==> config.mk <==
export PLATFORM = sky130hd
export DESIGN_NAME = axis_traffic_gen
export DESIGN_NICKNAME = d
export VERILOG_FILES = /design/src/rtl/axis_traffic_gen.sv
export SDC_FILE = /design/constraint.sdc
export NUM_CORES = 2
export LEC_CHECK = 0
export CELL_PAD_IN_SITES_DETAIL_PLACEMENT = 1
export CELL_PAD_IN_SITES_GLOBAL_PLACEMENT = 1
export CORE_AREA = 10 10 330 300
export CTS_BUF_LIST = sky130_fd_sc_hd__clkbuf_2
export DETAILED_ROUTE_END_ITERATION = 8
export DIE_AREA = 0 0 340 310
export PLACE_DENSITY_LB_ADDON = 0.12
export REMOVE_ABC_BUFFERS = 1
export SETUP_SLACK_MARGIN = 0.3
export SYNTH_ARGS = -nofsm -noshare
export SYNTH_HDL_FRONTEND = slang
export SYNTH_SLANG_ARGS = --single-unit
==> constraint.sdc <==
create_clock -name ap_clk -period 39.9 [get_ports ap_clk]
set_input_delay 3.99 -clock ap_clk [delete_from_list [all_inputs] [get_ports ap_clk]]
set_output_delay 3.99 -clock ap_clk [all_outputs]
set_load 0.02 [all_outputs]
==> src/rtl/axis_traffic_gen.sv <==
// axis_traffic_gen: AXI-Lite programmable AXI-Stream counting-pattern source.
// Each 32-bit lane k of a beat carries SEED + beat_index + k (mod 2^32).
module axis_traffic_gen #(
    parameter int DATA_WIDTH       = 64,
    parameter int STORE_DATA_WIDTH = 4
) (
    input  logic                          ap_clk,
    input  logic                          ap_rst,
    input  logic                          s_axi_control_awvalid,
    output logic                          s_axi_control_awready,
    input  logic [31:0]                   s_axi_control_awaddr,
    input  logic                          s_axi_control_wvalid,
    output logic                          s_axi_control_wready,
    input  logic [STORE_DATA_WIDTH*8-1:0] s_axi_control_wdata,
    input  logic [STORE_DATA_WIDTH-1:0]   s_axi_control_wstrb,
    output logic                          s_axi_control_bvalid,
    input  logic                          s_axi_control_bready,
    output logic [1:0]                    s_axi_control_bresp,
    input  logic                          s_axi_control_arvalid,
    output logic                          s_axi_control_arready,
    input  logic [31:0]                   s_axi_control_araddr,
    output logic                          s_axi_control_rvalid,
    input  logic                          s_axi_control_rready,
    output logic [STORE_DATA_WIDTH*8-1:0] s_axi_control_rdata,
    output logic [1:0]                    s_axi_control_rresp,
    output logic [DATA_WIDTH*8-1:0]       outstream_tdata,
    output logic                          outstream_tvalid,
    input  logic                          outstream_tready
);

    localparam int LANES = DATA_WIDTH / 4;

    localparam logic [31:0] ADDR_CONTROL    = 32'd16;
    localparam logic [31:0] ADDR_BEAT_COUNT = 32'd20;
    localparam logic [31:0] ADDR_GAP        = 32'd24;
    localparam logic [31:0] ADDR_SEED       = 32'd28;
    localparam logic [31:0] ADDR_SENT_LO    = 32'd32;
    localparam logic [31:0] ADDR_SENT_HI    = 32'd36;

    typedef enum logic [1:0] {
        S_IDLE = 2'd0,
        S_SEND = 2'd1,
        S_GAP  = 2'd2,
        S_DONE = 2'd3
    } state_t;

    state_t state, state_nxt;

    logic [31:0] beat_count;
    logic [31:0] gap_reg;
    logic [31:0] seed_reg;
    logic [63:0] sent;
    logic [31:0] sent_shadow;
    logic [31:0] index;
    logic [31:0] gap_cnt;
    logic        stop_pend;
    logic        clear_pend;

    logic        wr_en;
    logic        ar_hs;
    logic        cmd_write;
    logic        cmd_stop;
    logic        cmd_start;
    logic        cmd_clear;
    logic        hs;
    logic        last_beat;
    logic        halt;
    logic        do_clear;
    logic        load_beat;
    logic [31:0] load_idx;
    logic [DATA_WIDTH*8-1:0] beat_data;
    logic [31:0] read_mux;
    logic        busy;
    logic        done;

    // Byte-enable merge used by the writable configuration registers.
    function automatic logic [31:0] merge(input logic [31:0] old_val,
                                          input logic [31:0] new_val,
                                          input logic [3:0]  be);
        logic [31:0] res;
        for (int b = 0; b < 4; b++) begin
            res[b*8 +: 8] = be[b] ? new_val[b*8 +: 8] : old_val[b*8 +: 8];
        end
        return res;
    endfunction

    assign wr_en  = ~s_axi_control_bvalid & s_axi_control_awvalid & s_axi_control_wvalid;
    assign ar_hs  = s_axi_control_arvalid & ~s_axi_control_rvalid;

    assign s_axi_control_awready = wr_en;
    assign s_axi_control_wready  = wr_en;
    assign s_axi_control_arready = ~s_axi_control_rvalid;
    assign s_axi_control_bresp   = 2'b00;
    assign s_axi_control_rresp   = 2'b00;

    assign cmd_write = wr_en && (s_axi_control_awaddr == ADDR_CONTROL) && s_axi_control_wstrb[0];
    assign cmd_stop  = cmd_write && (s_axi_control_wdata == 32'd0);
    assign cmd_start = cmd_write && (s_axi_control_wdata == 32'd1);
    assign cmd_clear = cmd_write && (s_axi_control_wdata == 32'd2);

    // tvalid comes straight from the state register so an async reset drops it at once.
    assign outstream_tvalid = (state == S_SEND);
    assign hs        = outstream_tvalid & outstream_tready;
    assign last_beat = (beat_count != 32'd0) && ((index + 32'd1) == beat_count);
    assign halt      = stop_pend | clear_pend | cmd_stop | cmd_clear;
    assign busy      = (state == S_SEND) || (state == S_GAP);
    assign done      = (state == S_DONE);

    // Clear takes effect immediately when no beat is on the bus, else after the held beat is accepted.
    assign do_clear = (cmd_clear && (state != S_SEND)) ||
                      ((state == S_SEND) && hs && (clear_pend || cmd_clear));

    // Next-state logic and selection of which beat (if any) to load into tdata.
    always_comb begin
        state_nxt = state;
        load_beat = 1'b0;
        load_idx  = index;
        case (state)
            S_IDLE: begin
                if (cmd_start) begin
                    state_nxt = S_SEND;
                    load_beat = 1'b1;
                    load_idx  = 32'd0;
                end
            end
            S_DONE: begin
                if (cmd_start) begin
                    state_nxt = S_SEND;
                    load_beat = 1'b1;
                    load_idx  = 32'd0;
                end else if (cmd_clear) begin
                    state_nxt = S_IDLE;
                end
            end
            S_SEND: begin
                if (hs) begin
                    if (halt) begin
                        state_nxt = S_IDLE;
                    end else if (last_beat) begin
                        state_nxt = S_DONE;
                    end else if (gap_reg != 32'd0) begin
                        state_nxt = S_GAP;
                    end else begin
                        load_beat = 1'b1;
                        load_idx  = index + 32'd1;
                    end
                end
            end
            S_GAP: begin
                if (cmd_stop || cmd_clear) begin
                    state_nxt = S_IDLE;
                end else if (gap_cnt <= 32'd1) begin
                    state_nxt = S_SEND;
                    load_beat = 1'b1;
                end
            end
            default: state_nxt = S_IDLE;
        endcase
    end

    // Lane pattern for the beat about to be presented, using the current seed.
    always_comb begin
        beat_data = '0;
        for (int k = 0; k < LANES; k++) begin
            beat_data[k*32 +: 32] = seed_reg + load_idx + 32'(k);
        end
    end

    // State register.
    always_ff @(posedge ap_clk or posedge ap_rst) begin
        if (ap_rst) begin
            state <= S_IDLE;
        end else begin
            state <= state_nxt;
        end
    end

    // Beat datapath: index, sent counter, gap counter, held tdata and pending stop/clear.
    always_ff @(posedge ap_clk or posedge ap_rst) begin
        if (ap_rst) begin
            index           <= '0;
            sent            <= '0;
            gap_cnt         <= '0;
            stop_pend       <= 1'b0;
            clear_pend      <= 1'b0;
            outstream_tdata <= '0;
        end else begin
            if (do_clear) begin
                index <= '0;
                sent  <= '0;
            end else begin
                if (cmd_start && ((state == S_IDLE) || (state == S_DONE))) begin
                    index <= '0;
                end else if (hs) begin
                    index <= index + 32'd1;
                end
                if (hs) begin
                    sent <= sent + 64'd1;
                end
            end

            if ((state == S_SEND) && (state_nxt == S_GAP)) begin
                gap_cnt <= gap_reg;
            end else if (state == S_GAP) begin
                gap_cnt <= gap_cnt - 32'd1;
            end

            if ((state != S_SEND) || hs) begin
                stop_pend  <= 1'b0;
                clear_pend <= 1'b0;
            end else begin
                if (cmd_stop) begin
                    stop_pend <= 1'b1;
                end
                if (cmd_clear) begin
                    clear_pend <= 1'b1;
                end
            end

            if (load_beat) begin
                outstream_tdata <= beat_data;
            end
        end
    end

    // Configuration registers and write response channel.
    always_ff @(posedge ap_clk or posedge ap_rst) begin
        if (ap_rst) begin
            beat_count           <= '0;
            gap_reg              <= '0;
            seed_reg             <= '0;
            s_axi_control_bvalid <= 1'b0;
        end else begin
            if (wr_en) begin
                s_axi_control_bvalid <= 1'b1;
                case (s_axi_control_awaddr)
                    ADDR_BEAT_COUNT: beat_count <= merge(beat_count, s_axi_control_wdata, s_axi_control_wstrb);
                    ADDR_GAP:        gap_reg    <= merge(gap_reg, s_axi_control_wdata, s_axi_control_wstrb);
                    ADDR_SEED:       seed_reg   <= merge(seed_reg, s_axi_control_wdata, s_axi_control_wstrb);
                    default: ;
                endcase
            end else if (s_axi_control_bready) begin
                s_axi_control_bvalid <= 1'b0;
            end
        end
    end

    // Read address decode.
    always_comb begin
        read_mux = 32'h0000DEAD;
        case (s_axi_control_araddr)
            ADDR_CONTROL:    read_mux = {30'b0, done, busy};
            ADDR_BEAT_COUNT: read_mux = beat_count;
            ADDR_GAP:        read_mux = gap_reg;
            ADDR_SEED:       read_mux = seed_reg;
            ADDR_SENT_LO:    read_mux = sent[31:0];
            ADDR_SENT_HI:    read_mux = sent_shadow;
            default:         read_mux = 32'h0000DEAD;
        endcase
    end

    // Registered read channel; a SENT_LO read snapshots the high word for a tear-free pair.
    always_ff @(posedge ap_clk or posedge ap_rst) begin
        if (ap_rst) begin
            s_axi_control_rvalid <= 1'b0;
            s_axi_control_rdata  <= '0;
            sent_shadow          <= '0;
        end else begin
            if (ar_hs) begin
                s_axi_control_rvalid <= 1'b1;
                s_axi_control_rdata  <= read_mux;
                if (s_axi_control_araddr == ADDR_SENT_LO) begin
                    sent_shadow <= sent[63:32];
                end
            end else if (s_axi_control_rready) begin
                s_axi_control_rvalid <= 1'b0;
            end
        end
    end

endmodule

After elaboration in Yosys (flattened, before gate mapping)

Cells that the tools add are included.
Widths: inputs -> output; s select.

Add/sub/neg operators: 19
$lt $le $gt $ge: 1
Equality and inequality tests: 18
Mux-type cells: 40
Bitwise logic cells: 9
Reductions and logical operators: 42

Operator list:

| operator              | count |
|---|---|
| $mux 32               | 10 |
| $add 32x4->32 const B | 8 |
| $eq 32x5->1 const B   | 8 |
| $pmux 32 s6           | 1 |
| $add 32x3->32 const B | 4 |
| $mux 64               | 2 |
| $add 32x1->32 const B | 2 |
| $add 32x2->32 const B | 2 |
| $add 64x1->64 const B | 1 |
| $eq 32x6->1 const B   | 2 |
| $pmux 32 s2           | 1 |
| $reduce_bool 32->1    | 2 |
| $reduce_and 3->1      | 12 |
| $add 32x32->32        | 1 |
| $eq 32x1->1 const B   | 1 |
| $eq 32x2->1 const B   | 1 |
| $eq 32x32->1          | 1 |
| $le 32x1->1 const B   | 1 |
| $logic_not 32->1      | 1 |
| $sub 32x1->32 const B | 1 |
| $mux 2                | 9 |
| $mux 1                | 15 |
| $reduce_bool 2->1     | 6 |
| $logic_and 1x1->1     | 11 |
| 13 further kinds      | 26 |

Register bits: 806
Word-level logic and storage cells: 152

Depth between registers and ports, before layout

Depth in word-level cells: 14
Depth in mapped cells: 35
Depth with buffers taken out: 28

Worst setup path after synthesis

OpenSTA, ideal clock, no wires.

Kind: in2reg
From: input s_axi_control_wvalid
To: register outstream_tdata[53]
Setup time: 0.132 ns
Arrival time: 10.548 ns
Required time: 39.768 ns
Slack: 29.220 ns
Cell stages on the path: 30
Path buffers: 7
Path through: and3b_1 > clkbuf_1 > nand2_1 > nor3_1 > a211oi_1 > nand3_1 > or3_1 > clkbuf_1 > clkbuf_1 > o21ai_0 > ha_1 > inv_1 > fa_1 > nor2b_1 > o21a_1 > nor2_1 > xnor2_1 > clkbuf_1 > ha_1 > clkbuf_1 > inv_1 > nor4_2 > and3_1 > buf_2 > nand2_1 > or4_1 > buf_2 > nor3_1 > xnor2_1 > o21ai_1

Longest elaborated chain between the ends: 11

RTL lines:

| element                            | line | text |
|---|---|---|
| start: declaration                 | 12   | `input logic s_axi_control_wvalid,` |
| $and 1x1->1 (*)                    | 87   | `assign wr_en = ~s_axi_control_bvalid & s_axi_control_awvalid & s_axi_control_wvalid;` |
| via s_axi_control_awready          | 10   | `output logic s_axi_control_awready,` |
| $logic_and 1x1->1 (*) (2 in a row) | 96   | `assign cmd_write = wr_en && (s_axi_control_awaddr == ADDR_CONTROL) && s_axi_control_wstrb[0];` |
| $logic_and 1x1->1                  | 97   | `assign cmd_stop = cmd_write && (s_axi_control_wdata == 32'd0);` |
| $or 1x1->1 (2 in a row)            | 105  | `assign halt = stop_pend \| clear_pend \| cmd_stop \| cmd_clear;` |
| $mux 32                            | 137  | `if (halt) begin` |
| $mux 32                            | 136  | `if (hs) begin` |
| $pmux 32 s2 (*)                    | 118  | `case (state)` |
| $add 32x32->32 (*)                 | n/a  |  |
| via beat_data[4]                   | 71   | `logic [DATA_WIDTH*8-1:0] beat_data;` |
| $add 32x1->32 (*)                  | 165  | `beat_data[k*32 +: 32] = seed_reg + load_idx + 32'(k);` |
| end signal: assignment             | 221  | `outstream_tdata <= beat_data;` |
| end: declaration                   | 26   | `output logic [DATA_WIDTH*8-1:0] outstream_tdata,` |

The timed path passes the listed nets; every way through them passes the cells marked *.
A chain may end at the register's enable or synchronous reset.

Final worst setup path

From: input s_axi_control_wdata[10]
To: register outstream_tdata[92]

Longest elaborated chain between the ends: 9

RTL lines:

| element                 | line | text |
|---|---|---|
| start: declaration      | 14   | `input logic [STORE_DATA_WIDTH*8-1:0] s_axi_control_wdata,` |
| $logic_not 32->1        | 97   |  |
| $logic_and 1x1->1       | 97   |  |
| $or 1x1->1 (2 in a row) | 105  |  |
| $mux 32                 | 137  |  |
| $mux 32                 | 136  |  |
| $pmux 32 s2             | 118  |  |
| $add 32x32->32          | 165  |  |
| $add 32x2->32           | 165  |  |

Several ways; a longest one is shown, not always the timed one.

==> impl_metrics.json <==
{
  "path_clk_slew_ns": 0.09,
  "async_flop_share_pct": 100,
  "fin_area_um2": 51200,
  "utilization_pct": 55.6,
  "cts-resized-gates": 0,
  "regArea_um2": 19300,
  "r2r_end": "outstream_tdata[92]",
  "layout-drive-gt1-share_pct": 12.2,
  "crit_arrival_ns": 12.11,
  "avgSynthCellArea_um2": 9.28,
  "rsz0062_at_grt": "no",
  "crit_path_end_kind": "register",
  "grt_pass1_vias": 39100,
  "overflow": 0,
  "routed_wl_um": 171000,
  "relSlewSlack_pct": 12.9,
  "area_growth_pct": 22.0,
  "slowest_delay_ns": 1.04,
  "gp_congestion": 0.905,
  "fin_tns_setup_ns": 0,
  "cp_max_fo": 19,
  "largestRegisters": "outstream_tdata x478, sent x64",
  "routed_via_density": 5.76,
  "insertion_delay_ns": 1.61,
  "fillers": 10600,
  "fin_skew_ns": 0.141,
  "pin_count": 662,
  "worst_pin_slew_ns": 1.30,
  "grt_usage_pct": 31.6,
  "top_register": "outstream_tdata",
  "cts_made_buffers": 205,
  "clock_sinks": 772,
  "path_buf_inv": 4,
  "grt_max_degree": 253,
  "powerDensity_nw_per_um2": 28.7,
  "yosys_most_used_dff": "dfrtp_1",
  "synthesis.area_um2": 42000,
  "avgRoutedWirePerCell_um": 26.2,
  "clkPwrFrac_pct": 39.2,
  "status": "complete, no violations",
  "setup_slack_ns": 29.24,
  "syn_inst": 4528,
  "startpoint": "s_axi_control_wdata[10]",
  "min_period_ns": 10.66,
  "synth_edf_count": 0,
  "yosys_warnings": 0,
  "max-vdd-ir-drop_mv": 0.0232,
  "rr_worst_depth": 27,
  "multi_input_area_um2": 21100,
  "rows": 106,
  "post_cts_buffers": 0,
  "power_leakage_nw": 21.7,
  "die_w_um": 340,
  "grt_first_pass_wirelength_um": 255000,
  "critPathKind": "in -> reg",
  "finalCritPeriodShare_pct": 26.7,
  "nets": 5288,
  "cpMostUsedCell": "nand4_1",
  "drc": 0,
  "cp.required_ns": 41.36,
  "pre_cts_slack_ns": 27.66,
  "core_area_um2": 92200,
  "fmax_mhz": 93.8,
  "tritoncts": "done",
  "hold_violations": 0,
  "setup-violations-final": 0,
  "drt-initial-drc-count": 3089,
  "drv_cap": 0,
  "p_switching_w": 0.000428,
  "largest_reg_flops": 478,
  "antenna_left": 0,
  "dieArea_um2": 105000,
  "worstReg2RegStart": "index[8]",
  "initial_core_util_pct": 45.6,
  "seq_area_frac_synth_pct": 46.0,
  "synth-seq-cells": 772,
  "dieHeight_um": 310,
  "antenna_found_initial": 7,
  "worst_hold_slack_ns": 0.476,
  "path_delay_family": "simple AND/OR/NAND/NOR gates",
  "hpwl_um": 127000,
  "start_kind": "input port",
  "internal_power_w": 0.00104,
  "io_buffers": 657,
  "switching_share_pct": 29.2,
  "cp.depth": 26,
  "r2r_slack_ns": 30.43,
  "combPwrFrac_pct": 7.1,
  "root_buffer": "clkbuf_2",
  "critPathCapture": "outstream_tdata[92]",
  "finalMaxSlewViolations": 0,
  "via_count": 37600,
  "power_frac_seq_pct": 53.7,
  "cp_slowest_cell": "nor3b_2",
  "synth.distinct_cells": 96,
  "cts.hold.buffers_added": 0,
  "clk_path_buf_depth": 3,
  "cts_max_level": 4,
  "place_area_um2": 49400,
  "drt_first_pass_iters": 7,
  "min_path_type": "reg -> reg"
}
## cells in the final DEF (no fill, tap or decap), drive strengths merged, types with 8 or more instances in the layout
cell type,Yosys,layout
a31oi,23,23
and2,14,14
nor2,370,370
or2,9,9
nand4,74,74
mux2,189,189
a21o,18,18
clkinv,1,40
o31ai,55,55
buf,170,75
o211ai,8,8
clkdlybuf4s50,0,656
nand3,112,112
or4,14,14
a222oi,30,30
o41ai,10,10
nor3,84,84
inv,53,59
nor2b,16,16
dfrtp,772,772
clkbuf,174,300
and4,17,17
diode,0,9
or3,24,24
ha,54,54
o21ai,579,579
nand2b,12,12
and3,22,22
xor2,177,177
a21oi,96,96
nor4,65,65
a22o,26,26
nand2,743,743
xnor2,396,396
o21a,13,13
mux2i,26,26
## per-layer routing
metal	routed length [um]	vias to the layer above	part of all wire (%)	track usage [%]
li1	-	16800	-	-
met1	68600	19000	40	38.7
met2	82300	1399	48	52.7
met3	10900	382	6.4	6.25
met4	8970	2	5.3	16.1
met5	16	-	0.0094	0
## cell usage after synthesis, types with 17 or more instances
cell type	number	area share (%)
nand3_1	111	1.3
inv_1	53	0.47
clkbuf_1	172	1.5
nand4_1	70	1.0
o31ai_1	54	0.97
a22o_1	26	0.54
o21ai_0	382	4.6
mux2i_1	26	0.62
buf_2	91	1.1
and4_1	17	0.35
or3_1	24	0.36
buf_4	61	1.1
a21o_1	18	0.32
a222oi_1	30	0.71
nor3_1	75	0.89
xnor2_1	389	8.1
ha_1	54	1.6
o21ai_1	197	2.3
a31oi_1	23	0.34
nor4_1	54	0.80
a21oi_1	94	1.1
mux2_2	160	4.3
and3_1	22	0.33
nand2_1	742	6.6
xor2_1	177	3.7
mux2_1	29	0.78
dfrtp_1	772	46
nor2_1	369	3.3
## worst reg2reg max path: stages (launching register included)
cell	delay [ns]
dfrtp_1	0.64
and4_1	0.38
nand3_1	0.33
nor3_2	0.57
nand2_1	0.22
xnor2_1	0.21
a2111oi_2	0.87
a31o_2	0.34
nor2_2	0.18
o21bai_1	0.19
buf_4	0.26
nand2_1	0.07
o21ai_0	0.09
ha_1	0.20
inv_1	0.06
fa_1	0.42
nor2b_1	0.27
o2111ai_1	0.30
a311oi_1	0.34
nor2_1	0.14
xnor2_4	0.73
and2_1	0.49
nand4_1	0.16
buf_4	0.27
nor3b_2	1.04
nand4_1	0.23
xor2_1	0.21
o21ai_0	0.19
## area by class of cell
class                      instances  area share [%]
inverter                          54           0.410
multi-input combinational       3361            41.3
tap                             1242            3.03
antenna                            9          0.0440
sequential                       772            37.7
clock buffer                     300            2.93
clock inverter                    51           0.601
timing repair buffer             731            14.0
## kinds of logic (layout without fill, tap and decap cells)
kind of cell,count (synthesis),count (layout),synth area share (%)
AOI/OAI and AO/OA,914,914,12.8
and+or+nand+nor,1600,1600,17.4
other,1,13,0.00893
muxes,215,215,5.69
adders and majority gates,55,55,1.66
DFF,772,772,46.0
xor gates and xnor gates,573,573,12.1
buffers and inverters,398,1136,4.43
## worst min path at each step
stage / depth (start not counted) / start / slack, ns / end
3_5_place_dp: 2 / outstream_tdata[131] / 0.46 / outstream_tdata[131]
4_1_cts: 2 / outstream_tdata[131] / 0.48 / outstream_tdata[131]
6_report: 2 / outstream_tdata[131] / 0.48 / outstream_tdata[131]
3_3_place_gp: 2 / outstream_tdata[15] / 0.45 / outstream_tdata[15]
5_1_grt: 2 / outstream_tdata[168] / 0.51 / outstream_tdata[168]
2_1_floorplan: 2 / sent_shadow[20] / 0.45 / sent_shadow[20]
## power groups by stage
stage | clock network (W) | logic [W] | registers [W]
3_3_place_gp | 0 | 0.000103 | 0.000805
3_5_place_dp | 0 | 0.000105 | 0.000805
6_report | 0.000576 | 0.000104 | 0.000790
5_1_grt | 0.000634 | 0.000113 | 0.000790
2_1_floorplan | 0 | 0.0000583 | 0.000805
4_1_cts | 0.000590 | 0.000105 | 0.000789
## metrics by stage
step / cells / power, W
6_report: 6520 / 0.00147
5_1_grt: 6519 / 0.00154
3_3_place_gp: 6160 / 0.000907
3_5_place_dp: 6160 / 0.000909
2_1_floorplan: 4187 / 0.000863
4_1_cts: 6511 / 0.00148
Power figures use the tool's default switching activity.
